--- src/rtl/rf_pkg.sv ---
// Shared types and constants for the register-file writeback path.
package rf_pkg;

    localparam int XLEN = 32;
    localparam int AW   = 5;

    localparam logic [AW-1:0] REG_ZERO = 5'd0;

    // Round-robin pointer: names the requester that wins the next tie.
    typedef enum logic {
        PRIO0 = 1'b0,
        PRIO1 = 1'b1
    } prio_t;

endpackage

--- src/rtl/wb_rr_arb2.sv ---
// Two-way round-robin arbiter. Grants are combinational from the valids and
// the priority pointer; the pointer moves past the winner on each handshake.
//
//   state | meaning
//   ------+----------------------------------------------
//   PRIO0 | requester 0 wins when both are valid
//   PRIO1 | requester 1 wins when both are valid
module wb_rr_arb2
    import rf_pkg::*;
(
    input  logic       clk,
    input  logic       rst,
    input  logic [1:0] valid,
    input  logic       advance,
    output logic [1:0] grant
);

    prio_t prio_q;
    prio_t prio_d;

    // Priority pointer register.
    always_ff @(posedge clk or posedge rst) begin
        if (rst) begin
            prio_q <= PRIO0;
        end else begin
            prio_q <= prio_d;
        end
    end

    // Grant selection and pointer update.
    always_comb begin
        grant  = 2'b00;
        prio_d = prio_q;
        case (valid)
            2'b01:   grant = 2'b01;
            2'b10:   grant = 2'b10;
            2'b11:   grant = (prio_q == PRIO0) ? 2'b01 : 2'b10;
            default: grant = 2'b00;
        endcase
        if (advance) begin
            if (grant[0]) begin
                prio_d = PRIO1;
            end else if (grant[1]) begin
                prio_d = PRIO0;
            end
        end
    end

endmodule

--- src/rtl/regfile_wb_arbiter.sv ---
// Shares the register file write port between ALU and load writeback. The
// granted write is staged for one cycle in rf_a3/rf_wd/rf_we, and that staged
// write is forwarded to the two read ports until the file commits it.
module regfile_wb_arbiter
    import rf_pkg::*;
(
    input  logic            clk,
    input  logic            rst,
    input  logic            req0_valid,
    input  logic [AW-1:0]   req0_addr,
    input  logic [XLEN-1:0] req0_data,
    output logic            req0_ready,
    input  logic            req1_valid,
    input  logic [AW-1:0]   req1_addr,
    input  logic [XLEN-1:0] req1_data,
    output logic            req1_ready,
    output logic [AW-1:0]   rf_a3,
    output logic [XLEN-1:0] rf_wd,
    output logic            rf_we,
    input  logic [AW-1:0]   ra1,
    input  logic [AW-1:0]   ra2,
    output logic            fwd1_hit,
    output logic            fwd2_hit,
    output logic [XLEN-1:0] fwd1_data,
    output logic [XLEN-1:0] fwd2_data
);

    logic [1:0]      grant;
    logic            xfer;
    logic [AW-1:0]   sel_addr;
    logic [XLEN-1:0] sel_data;

    wb_rr_arb2 u_arb (
        .clk     (clk),
        .rst     (rst),
        .valid   ({req1_valid, req0_valid}),
        .advance (xfer),
        .grant   (grant)
    );

    // A grant is only ever issued to a valid requester, so any grant is a transfer.
    assign xfer       = |grant;
    assign req0_ready = grant[0];
    assign req1_ready = grant[1];
    assign sel_addr   = grant[1] ? req1_addr : req0_addr;
    assign sel_data   = grant[1] ? req1_data : req0_data;

    // Staging register driving the file write port; x0 writes are accepted but never enabled.
    always_ff @(posedge clk or posedge rst) begin
        if (rst) begin
            rf_we <= 1'b0;
            rf_a3 <= '0;
            rf_wd <= '0;
        end else if (xfer) begin
            rf_we <= (sel_addr != REG_ZERO);
            rf_a3 <= sel_addr;
            rf_wd <= sel_data;
        end else begin
            rf_we <= 1'b0;
        end
    end

    // Forward the staged write to reads that would otherwise see the old value.
    always_comb begin
        fwd1_hit  = rf_we && (rf_a3 == ra1) && (ra1 != REG_ZERO);
        fwd2_hit  = rf_we && (rf_a3 == ra2) && (ra2 != REG_ZERO);
        fwd1_data = rf_wd;
        fwd2_data = rf_wd;
    end

endmodule

--- config.mk ---
export PLATFORM = sky130hd
export DESIGN_NAME = regfile_wb_arbiter
export DESIGN_NICKNAME = d
export VERILOG_FILES = /design/src/rtl/rf_pkg.sv /design/src/rtl/wb_rr_arb2.sv /design/src/rtl/regfile_wb_arbiter.sv
export SDC_FILE = /design/constraint.sdc
export NUM_CORES = 1
export LEC_CHECK = 0
export ABC_AREA = 1
export ABC_CLOCK_PERIOD_IN_PS = 3900
export BUFFER_PORTS_ARGS = -buffer_cell sky130_fd_sc_hd__buf_2
export CORE_UTILIZATION = 30
export DETAILED_ROUTE_END_ITERATION = 7
export PLACE_DENSITY_LB_ADDON = 0.1
export REMOVE_ABC_BUFFERS = 1
export SLEW_MARGIN = 20
export SYNTH_ARGS = -nofsm -noshare
export SYNTH_HDL_FRONTEND = slang
export SYNTH_SLANG_ARGS = --single-unit
--- constraint.sdc ---
create_clock -name clk -period 3.9 [get_ports clk]
set_clock_uncertainty 0.15 [all_clocks]
set_input_delay 0.585 -clock clk [delete_from_list [all_inputs] [get_ports clk]]
set_output_delay 0.585 -clock clk [all_outputs]
set_load 0.005 [all_outputs]
== Word-level counts from Yosys, hierarchy flattened ==
Cells that the tools add are included.

* Register bits after elaboration: 39
* Input bits: 88
* Output and inout port bits: 106

* Equal/unequal tests: 5
* Muxes and demuxes: 7
* Reductions and logical operators: 10

{| class="wikitable"
|+ Operator list
! kind !! count
|-
| $mux W32 || 1
|-
| $reduce_bool A5 Y1 || 3
|-
| $eq A5 B5 Y1 || 2
|-
| $pmux W2 S3 || 1
|-
| $mux W5 || 1
|-
| $eq A2 B2 Y1 const B || 2
|-
| $logic_and A1 B1 Y1 || 4
|-
| $mux W1 || 3
|-
| $eq A2 B1 Y1 const B || 1
|-
| $mux W2 || 1
|-
| $reduce_and A2 Y1 || 1
|-
| $reduce_bool A2 Y1 || 1
|-
| $reduce_or A2 Y1 || 1
|}

== Longest topological paths before layout ==
Gate-level depths: netlist of the first run.

* Word-level depth: 5
* Gate-level depth with buffers: 9

== Hierarchy ==
From an unflattened synthesis of the first run, not the netlist that was laid out.

* Cells, all modules: 348
* Area total of the unflattened synthesis: 2,513.7 um2

{| class="wikitable"
|+ By module, submodules not included
! module !! instances !! cells each !! area an instance (um2)
|-
| regfile_wb_arbiter || 1 || 339 || 2,449.8
|-
| wb_rr_arb2 || 1 || 9 || 63.8
|}

== Least setup slack after synthesis of the first run ==
No wires, ideal clock.

* Path type: input-to-output
* Start point: input port ra2[1]
* End point: output port fwd2_hit
* Data arrival time: 1.171 ns
* Path slack: 1.994 ns
* Stages: 4
* Buffers on the path: 0
* Path through: or2_2 -> a21oi_1 -> nand3b_1 -> nor2_1

* Word-level cells in the longest chain between the ends: 3
* Elaborated cells on any way between the ends: 4
* Those cells by class: 1 x eq/ne; 3 x reduce/logical

{| class="wikitable"
|+ Ends and longest elaborated chain
! element !! RTL line !! RTL
|-
| from (decl) || regfile_wb_arbiter.sv:21 || <nowiki>input logic [AW-1:0] ra2,</nowiki>
|-
| $eq A5 B5 Y1 || regfile_wb_arbiter.sv:66 || <nowiki>fwd2_hit = rf_we && (rf_a3 == ra2) && (ra2 != REG_ZERO);</nowiki>
|-
| $logic_and A1 B1 Y1 || regfile_wb_arbiter.sv:66 ||
|-
| $logic_and A1 B1 Y1 * || regfile_wb_arbiter.sv:66 ||
|-
| to (decl) || regfile_wb_arbiter.sv:23 || <nowiki>output logic fwd2_hit,</nowiki>
|}

Every way passes the cells marked *; elsewhere a longest branch is shown, timed or not.

== Final worst setup path of the first run ==
* Start point: input port req1_valid
* End point: output port req1_ready

* Word-level cells in the longest chain between the ends: 2
* Elaborated cells on any way between the ends: 4
* Those cells by class: 3 x eq/ne; 1 x mux

{| class="wikitable"
|+ Ends and longest elaborated chain
! element !! RTL line !! RTL
|-
| from (decl) || regfile_wb_arbiter.sv:13 || <nowiki>input logic req1_valid,</nowiki>
|-
| $eq A2 B2 Y1 or $eq A2 B1 Y1 (tied branches) || wb_rr_arb2.sv:34 || <nowiki>case (valid)</nowiki>
|-
| $pmux W2 S3 * || wb_rr_arb2.sv:34 ||
|-
| to (decl) || regfile_wb_arbiter.sv:16 || <nowiki>output logic req1_ready,</nowiki>
|}

Marked as above.

==> impl_metrics.json, run 1 <==
{
  "finalPower_mw": 1.160,
  "cts_sinks": 39,
  "hold_path_class": "input pin to asynchronous set/reset pin",
  "synthCells": 329,
  "worst_setup_path_start_kind": "input pin",
  "max_freq_mhz": 408.6,
  "port-buffer-count": 193,
  "post-route-util_pct": 39.97,
  "vias": 2466,
  "peakVddDrop_uv": 148.9,
  "multi_input_area_um2": 868.3,
  "grt_start_max_net_pins": 40,
  "grt_usage_pct": 16.85,
  "critPathArrivalTime_ns": 1.71,
  "clk_latency_ns": 0.29,
  "hold_viol": 0,
  "outcome": "finished clean",
  "cts_max_level": 2,
  "timing.rr.start": "u_arb.prio_q",
  "nNetsFinal": 545,
  "slew_headroom_pct": 62.07,
  "cts_root_buf": "clkbuf_8",
  "fill_cells": 874,
  "grt_pass1_wl_um": 11090,
  "seqPwrFrac_pct": 44.2,
  "clkSlewWorstSetupHoldPaths_ns": 0.08,
  "die_x_um": 92.18,
  "first_iter_violations": 67,
  "avgSynthCellArea_um2": 7.416,
  "rsz0062_at_grt": "false",
  "drc_errors": 0,
  "place_ws_ns": 1.449,
  "clock_path_buffers": 2,
  "drive_gt1_share_pct": 45.41,
  "hpwlAfterDp_um": 5242,
  "clkPwrFrac_pct": 23.7,
  "fin_crit_sh_pct": 62.76,
  "area_growth_pct": 27.90,
  "gp_congestion": 0.7246,
  "setup.worst_path.start": "req1_valid",
  "min_period_ns": 2.448,
  "wl_per_cell_um": 12.67,
  "finalSetupTns_ns": 0,
  "critPathMaxFanout": 14,
  "ys_seq_area_share_pct": 40.00,
  "antenna_cells": 0,
  "ant_nets": 0,
  "cap_violations": 0,
  "cts_made_buffers": 5,
  "viasPerCell": 4.404,
  "power.share.combinational_pct": 32.0,
  "drt_wl_total_um": 7094,
  "dieArea_mm2": 0.008497,
  "cts_tree": "built",
  "p_sw_share_pct": 33.80,
  "initial_core_util_pct": 31.25,
  "regArea_um2": 975.9,
  "yosysWarnings": 0,
  "coreArea_mm2": 0.007807,
  "dr.pass1.iters": 4,
  "rows": 32,
  "antenna_found_initial": 0,
  "cp.required_ns": 3.16,
  "setup-violations-final": 0,
  "power_switching_mw": 0.3923,
  "grt-ovfl-total": 0,
  "crit_type": "input pin to output pin",
  "postCtsHoldBufs": 0,
  "synth-seq-cells": 39,
  "p_leak_nw": 1.731,
  "syn_area_mm2": 0.002440,
  "worst_slack_ns": 1.452,
  "p_int_mw": 0.7682,
  "placed_cells": 552,
  "die_h_um": 92.18,
  "final_cell_count_no_fill": 560,
  "post_cts_resized": 0,
  "worst_slew_pin_slew_ns": 0.5676,
  "postCtsSetupBuffers": 0,
  "ioPinCount": 194,
  "slew_violations": 0,
  "synth_cell_type_count": 18,
  "cp-end-kind": "output pin",
  "p_per_area_mw_per_mm2": 371.9,
  "grt_pass1_vias": 2290
}
==> cells in the final DEF, fill, tap and decap left out, types with 2 or more instances in the layout <==
master	synthesis	layout
nor2_1	33	32
xor2_1	2	2
a21oi_1	27	27
buf_2	7	193
buf_4	64	5
o21ai_1	39	39
o21ai_0	3	3
clkbuf_8	0	5
nand2_1	78	78
inv_1	15	14
dfrtp_1	39	39
nand3_1	9	9
o22ai_1	2	2
==> final cells by class <==
class | count | area share (%)
timing repair buffer | 198 | 32.16
sequential | 39 | 31.28
multi-input combinational | 197 | 27.83
tap | 102 | 4.090
clock buffer | 6 | 2.326
inverter | 16 | 1.925
clock inverter | 2 | 0.4010
==> routing by layer <==
| layer | wire, um | share of wire, % | track usage [%] |
|---|---|---|---|
| met1 | 2977 | 42 | 19.95 |
| met2 | 3419 | 48 | 29.17 |
| met3 | 596 | 8.4 | 4.892 |
| met5 | 0 | 0 | 0 |
| met4 | 101 | 1.4 | 5.469 |
==> Yosys cell counts <==
master / number / area (um2)
nand2_1: 78 / 292.8
buf_4: 64 / 480.5
dfrtp_1: 39 / 975.9
o21ai_1: 39 / 195.2
nor2_1: 33 / 123.9
a21oi_1: 27 / 135.1
inv_1: 15 / 56.30
nand3_1: 9 / 45.04
buf_2: 7 / 35.03
clkbuf_1: 6 / 22.52
o21ai_0: 3 / 15.01
o22ai_1: 2 / 12.51
xor2_1: 2 / 17.52
inv_2: 1 / 3.750
nand3b_1: 1 / 7.510
nand4_1: 1 / 6.260
or2_2: 1 / 6.260
xnor2_1: 1 / 8.760
==> power by group through the flow <==
stage	combinational [mW]	clock, mW	sequential (mW)
floorplan	0.124	0	0.541
global placement	0.378	0	0.520
detailed placement	0.379	0	0.522
CTS	0.380	0.289	0.515
global route	0.420	0.304	0.525
finish	0.372	0.276	0.513
==> cells by family after synthesis <==
group,share of synthesized area [%]
flops,40.00
xor+xnor,1.077
compound gates,14.67
simple gates,19.74
buf+inv,24.51
==> critical path, stage by stage <==
cell	delay, ns
buf_2	0.23
nand2_1	0.18
nand2_1	0.48
buf_2	0.23
==> state kept, by name, summed over array words and instances, names as in the netlist <==
| register | cells |
|---|---|
| fwd1_data | 32 |
| rf_a3 | 5 |
| rf_we | 1 |
| u_arb.prio_q | 1 |
==> per-stage QoR <==
stage	hold slack [ns]	instance area [um2]
2_1_floorplan	0.3663	1902
3_3_place_gp	0.3489	3035
3_5_place_dp	0.3557	3035
4_1_cts	0.2739	3120
5_1_grt	0.2946	3120
6_report	0.2503	3120
==> worst paths after layout <==
check,cells after the start,endpoint,slack (ns)
min in group clk,3,fwd1_data[27],0.36
max in group asynchronous,3,fwd1_data[6],2.98
hold / removal,3,fwd1_data[10],0.25
setup / recovery,4,req1_ready,1.45
setup reg to reg,5,fwd1_data[15],2.10
hold reg to reg,2,fwd1_data[26],0.37
Note: power is estimated with default switching activity, not from simulation.
==> run 2: changes to the inputs <==
--- a/config.mk
+++ b/config.mk
@@ -6,7 +6,7 @@
 export NUM_CORES = 1
 export LEC_CHECK = 0
 export ABC_AREA = 1
-export ABC_CLOCK_PERIOD_IN_PS = 3900
+export ABC_CLOCK_PERIOD_IN_PS = 2140
 export BUFFER_PORTS_ARGS = -buffer_cell sky130_fd_sc_hd__buf_2
 export CORE_UTILIZATION = 30
 export DETAILED_ROUTE_END_ITERATION = 7
==> constraint.sdc (replaced) <==
create_clock -name clk -period 2.14 [get_ports clk]
set_clock_uncertainty 0.15 [all_clocks]
set_input_delay 0.321 -clock clk [delete_from_list [all_inputs] [get_ports clk]]
set_output_delay 0.321 -clock clk [all_outputs]
set_load 0.005 [all_outputs]
==> run 2 against run 1 <==
Compared with the run above: non-clock buffer count increased by 4; count of clock-buffer cells in the layout increased by 2; combinational power increased by 87%; largest cell class unchanged; sequential share of layout area decreased by 0.71 points; critical path type is now flop to output pin; clock power increased by 100%; die area unchanged.
==> impl_metrics.json, run 2 (same netlist as run 1, synthesis figures left out) <==
{
  "outcome": "finished clean",
  "p_leak_nw": 1.771,
  "grt_start_max_net_pins": 40,
  "ioPinCount": 194,
  "place_area_mm2": 0.003083,
  "critPathArrivalTime_ns": 1.46,
  "cp.required_ns": 1.67,
  "critPathMaxFanout": 5,
  "grt_pass1_wl_um": 11280,
  "largest_reg_flops": 32,
  "cts_root_buf": "clkbuf_8",
  "cts_max_level": 2,
  "max_freq_mhz": 517.8,
  "fin_crit_sh_pct": 90.24,
  "peakVddDrop_uv": 241.8,
  "rows": 32,
  "layout_commonest_cell": "buf_2",
  "slew_headroom_pct": 76.51,
  "initial_core_util_pct": 31.25,
  "viasPerCell": 4.387,
  "clkSlewWorstSetupHoldPaths_ns": 0.07,
  "cts_sinks": 39,
  "area_growth_pct": 30.87,
  "fill_cells": 856,
  "p_per_area_mw_per_mm2": 685.3,
  "antenna_cells": 0,
  "dr.pass1.iters": 4,
  "dieArea_mm2": 0.008497,
  "cts_tree": "built",
  "layout_common_cells": "193 x buf_2, 78 x nand2_1, 39 x o21ai_1, 39 x dfrtp_1, 32 x nor2_1",
  "grt_usage_pct": 17.09,
  "rsz0062_at_grt": "false",
  "min_period_ns": 1.931,
  "post_cts_resized": 0,
  "worst_setup_path_start_kind": "flop",
  "slew_violations": 0,
  "worst_slew_pin_slew_ns": 0.3516,
  "regArea_um2": 975.9,
  "die_x_um": 92.18,
  "stdcell_area_mm2": 0.003193,
  "grt-ovfl-total": 0,
  "clock_path_buffers": 2,
  "drive_gt1_share_pct": 45.67,
  "ant_nets": 0,
  "finalSetupTns_ns": 0,
  "hold_path_class": "input pin to flop",
  "antenna_found_initial": 0,
  "first_iter_violations": 54,
  "setup-violations-final": 0,
  "r2r_setup_slack_ns": 0.66,
  "drt_wl_total_um": 7203,
  "hpwlAfterDp_um": 5486,
  "clk_latency_ns": 0.29,
  "cts_made_buffers": 5,
  "drc_errors": 0,
  "nNetsFinal": 549,
  "gp_congestion": 0.7136,
  "cp-end-kind": "output pin",
  "grt_pass1_vias": 2264,
  "crit_type": "flop to output pin",
  "multi_input_area_um2": 868.3,
  "vias": 2474,
  "hold_viol": 0,
  "coreArea_mm2": 0.007807,
  "wl_per_cell_um": 12.77,
  "port-buffer-count": 193,
  "cap_violations": 0,
  "die_h_um": 92.18
}
==> run 2: cell count changes in the layout (fill, tap and decap cells not counted), sizes merged <==
cell / before / now
buf: 198 / 201
clkbuf: 6 / 8
clkinv: 2 / 1
clkinvlp: 1 / 0
dlygate4sd3: 0 / 1
==> run 2: worst max-delay path: stages, from the launching register on <==
cell	delay (ns)
dfrtp_1	0.43
or2_2	0.30
a21oi_1	0.15
nand3b_1	0.08
nor2_1	0.10
buf_2	0.11
==> run 2: metrics by stage <==
step	hold WS [ns]	util, %	power, mW	setup WS, ns	cells
after floorplan	0.2783	-	1.211	-0.2228	252
after global placement	0.2274	39.49	1.656	0.5286	555
after detailed placement	0.2271	39.49	1.659	0.4820	555
after CTS	0.08430	40.90	2.232	0.1759	564
after global routing	0.09061	40.90	2.354	0.1321	564
final	0.09336	40.90	2.188	0.2089	564
==> run 2: worst paths after layout <==
path | startpoint | endpoint | depth (start not counted)
worst max-delay path | rf_a3[1] | fwd2_hit | 5
worst min-delay path | req0_data[29] | fwd1_data[29] | 3
worst max register to register | u_arb.prio_q | rf_we | 9
worst min register to register | fwd1_data[26] | fwd1_data[26] | 2
max in group asynchronous | rst | fwd1_data[6] | 4
min in group asynchronous | rst | fwd1_data[0] | 4
==> run 2: layer usage <==
layer  wire length (um)  GRT usage, %  vias up
met3                569         4.892        6
met2               3466         28.86      109
li1                   -             -     1252
met1               3082         20.89     1107
met4                 85         5.469        0
met5                  0             0        -
==> run 2: cell type report <==
class	instances	area share (%)
repair buffers	202	33.23
flip-flops and latches	39	30.56
multi-input cells	197	27.19
well taps	102	3.997
clock buffers	8	3.135
inverters	16	1.881
==> run 2: power by group <==
group          internal, mW  total (mW)  switching (mW)
logic                 0.347       0.694           0.346
clock network         0.295       0.557           0.263
registers             0.839       0.938          0.0989
total                  1.48        2.19           0.708
==> run 2: timing repair <==
| action | in CTS | in global routing |
|---|---|---|
| endpoints found under the hold margin | 39 | 0 |
| buffers inserted | 0 | 0 |
| hold buffers | 1 | 0 |
==> run 3: changes to the inputs <==
--- a/config.mk
+++ b/config.mk
@@ -8,6 +8,7 @@
 export ABC_AREA = 1
 export ABC_CLOCK_PERIOD_IN_PS = 2140
 export BUFFER_PORTS_ARGS = -buffer_cell sky130_fd_sc_hd__buf_2
+export CORE_ASPECT_RATIO = 1.4
 export CORE_UTILIZATION = 30
 export DETAILED_ROUTE_END_ITERATION = 7
 export PLACE_DENSITY_LB_ADDON = 0.1
==> run 3 against run 2 <==
Compared with the run above: count of clock-buffer cells in the layout is 1 lower; clock power is 12% lower; hold slack hardly changed.
==> impl_metrics.json, run 3 (same netlist as run 1, synthesis figures left out) <==
{
  "drt_wl_total_um": 7154,
  "cts_root_buf": "clkbuf_8",
  "hold_viol": 0,
  "port-buffer-count": 193,
  "path_cells": "or2_2 > a21oi_1 > nand3b_1 > nor2_1 > buf_2",
  "cap_violations": 0,
  "clkSlewWorstSetupHoldPaths_ns": 0.08,
  "outcome": "finished clean",
  "hpwlAfterDp_um": 5445,
  "worst_slack_ns": 0.1856,
  "hold_path_class": "input pin to flop",
  "grt_pass1_vias": 2298,
  "cts_sinks": 39,
  "cp-end-kind": "output pin",
  "postCtsSetupBuffers": 0,
  "slew_violations": 0,
  "grt_usage_pct": 16.65,
  "drive_gt1_share_pct": 45.45,
  "clk_latency_ns": 0.28,
  "rsz0062_at_grt": "false",
  "dieArea_mm2": 0.008502,
  "p_leak_nw": 1.760,
  "layout_commonest_cell": "buf_2",
  "slowest_delay_ns": 0.42,
  "die_h_um": 108.7,
  "cts_tree": "built",
  "crit_slowest_cell": "dfrtp_1",
  "fin_crit_sh_pct": 91.33,
  "initial_core_util_pct": 31.29,
  "nNetsFinal": 549,
  "antenna_found_initial": 0,
  "largest_reg_flops": 32,
  "critPathMaxFanout": 5,
  "ant_nets": 0,
  "clock_path_buffers": 2,
  "gp_congestion": 0.7519,
  "regArea_um2": 975.9,
  "first_iter_violations": 119,
  "multi_input_area_um2": 868.3,
  "p_per_area_mw_per_mm2": 667.6,
  "worst_slew_pin_slew_ns": 0.8323,
  "area_growth_pct": 30.00,
  "rows": 38,
  "ioPinCount": 194,
  "viasPerCell": 4.342,
  "grt_start_max_net_pins": 27,
  "crit_type": "flop to output pin",
  "dr.pass1.iters": 4,
  "post_cts_resized": 0,
  "vias": 2440,
  "fill_cells": 887,
  "place_ws_ns": 0.4207,
  "cts_made_buffers": 5,
  "critPathArrivalTime_ns": 1.48,
  "finalSetupTns_ns": 0,
  "drc_errors": 0,
  "cp.required_ns": 1.67,
  "coreArea_mm2": 0.007797,
  "layout_common_cells": "193 x buf_2, 78 x nand2_1, 39 x o21ai_1, 39 x dfrtp_1, 32 x nor2_1",
  "wl_per_cell_um": 12.73,
  "slew_headroom_pct": 44.17,
  "worst_setup_path_start_kind": "flop",
  "cts_max_level": 2,
  "die_x_um": 78.22,
  "setup-violations-final": 0,
  "grt-ovfl-total": 0,
  "min_period_ns": 1.954,
  "peakVddDrop_uv": 320.2,
  "antenna_cells": 0,
  "max_freq_mhz": 511.7,
  "grt_pass1_wl_um": 10910
}
## run 3: changes by cell type in the layout (fill, tap and decap cells not counted), sizes merged
cell,previous run,this run
clkbuf,8,7
clkinv,1,2
## run 3: repair_timing
action | in CTS | in global routing
hold buffers | 1 | 0
hold endpoints to repair | 19 | 0
setup endpoints to repair | 0 | 0
## run 3: layout make-up
class / instances / area share, %
Timing Repair Buffer: 202 / 33.45
Sequential cell: 39 / 30.77
Multi-Input combinational cell: 197 / 27.38
Tap cell: 100 / 3.945
Clock buffer: 7 / 2.406
Inverter: 16 / 1.893
Clock inverter: 1 / 0.1578
## run 3: stage by stage
stage / power, mW / instance area, um2 / hold WS (ns) / util, % / instances
floorplan: 1.211 / 1902 / 0.2783 / - / 252
global placement: 1.654 / 3080 / 0.2652 / 39.51 / 553
detailed placement: 1.656 / 3080 / 0.2739 / 39.51 / 553
CTS: 2.161 / 3172 / 0.08457 / 40.68 / 562
global route: 2.287 / 3172 / 0.09252 / 40.68 / 562
finish: 2.118 / 3172 / 0.09358 / 40.68 / 562
## run 3: critical path: cells and delay by family (launching register included)
| kind | cells | cell delay (ns) |
|---|---|---|
| buffers and inverters | 1 | 0.11 |
| AOI/OAI and AO/OA | 1 | 0.18 |
| and+or+nand+nor | 3 | 0.49 |
| DFF | 1 | 0.42 |
## run 3: worst paths after layout
| check | slack, ns | from | cells past startpoint | endpoint |
|---|---|---|---|---|
| max reg2reg | 0.68 | u_arb.prio_q | 9 | rf_we |
| max | 0.19 | rf_a3[1] | 5 | fwd2_hit |
| max in group asynchronous | 0.82 | rst | 4 | fwd1_data[6] |
| min | 0.09 | req0_data[25] | 3 | fwd1_data[25] |
| min reg2reg | 0.38 | fwd1_data[28] | 2 | fwd1_data[28] |
| min in group asynchronous | 0.50 | rst | 3 | fwd1_data[23] |
## run 3: layer usage
metal	share of wire (%)	vias to the layer above	track usage (%)	wire (um)
li1	-	1250	-	-
met1	39	1094	18.79	2819
met2	54	91	31.70	3860
met3	5.7	5	3.096	405
met4	0.96	0	4.365	69
met5	0	-	0	0
## run 3: power breakdown
group / leakage (nW) / internal (mW) / switching [mW]
clock: 0.0422 / 0.229 / 0.259
sequential: 0.452 / 0.839 / 0.0985
combinational: 1.27 / 0.348 / 0.344
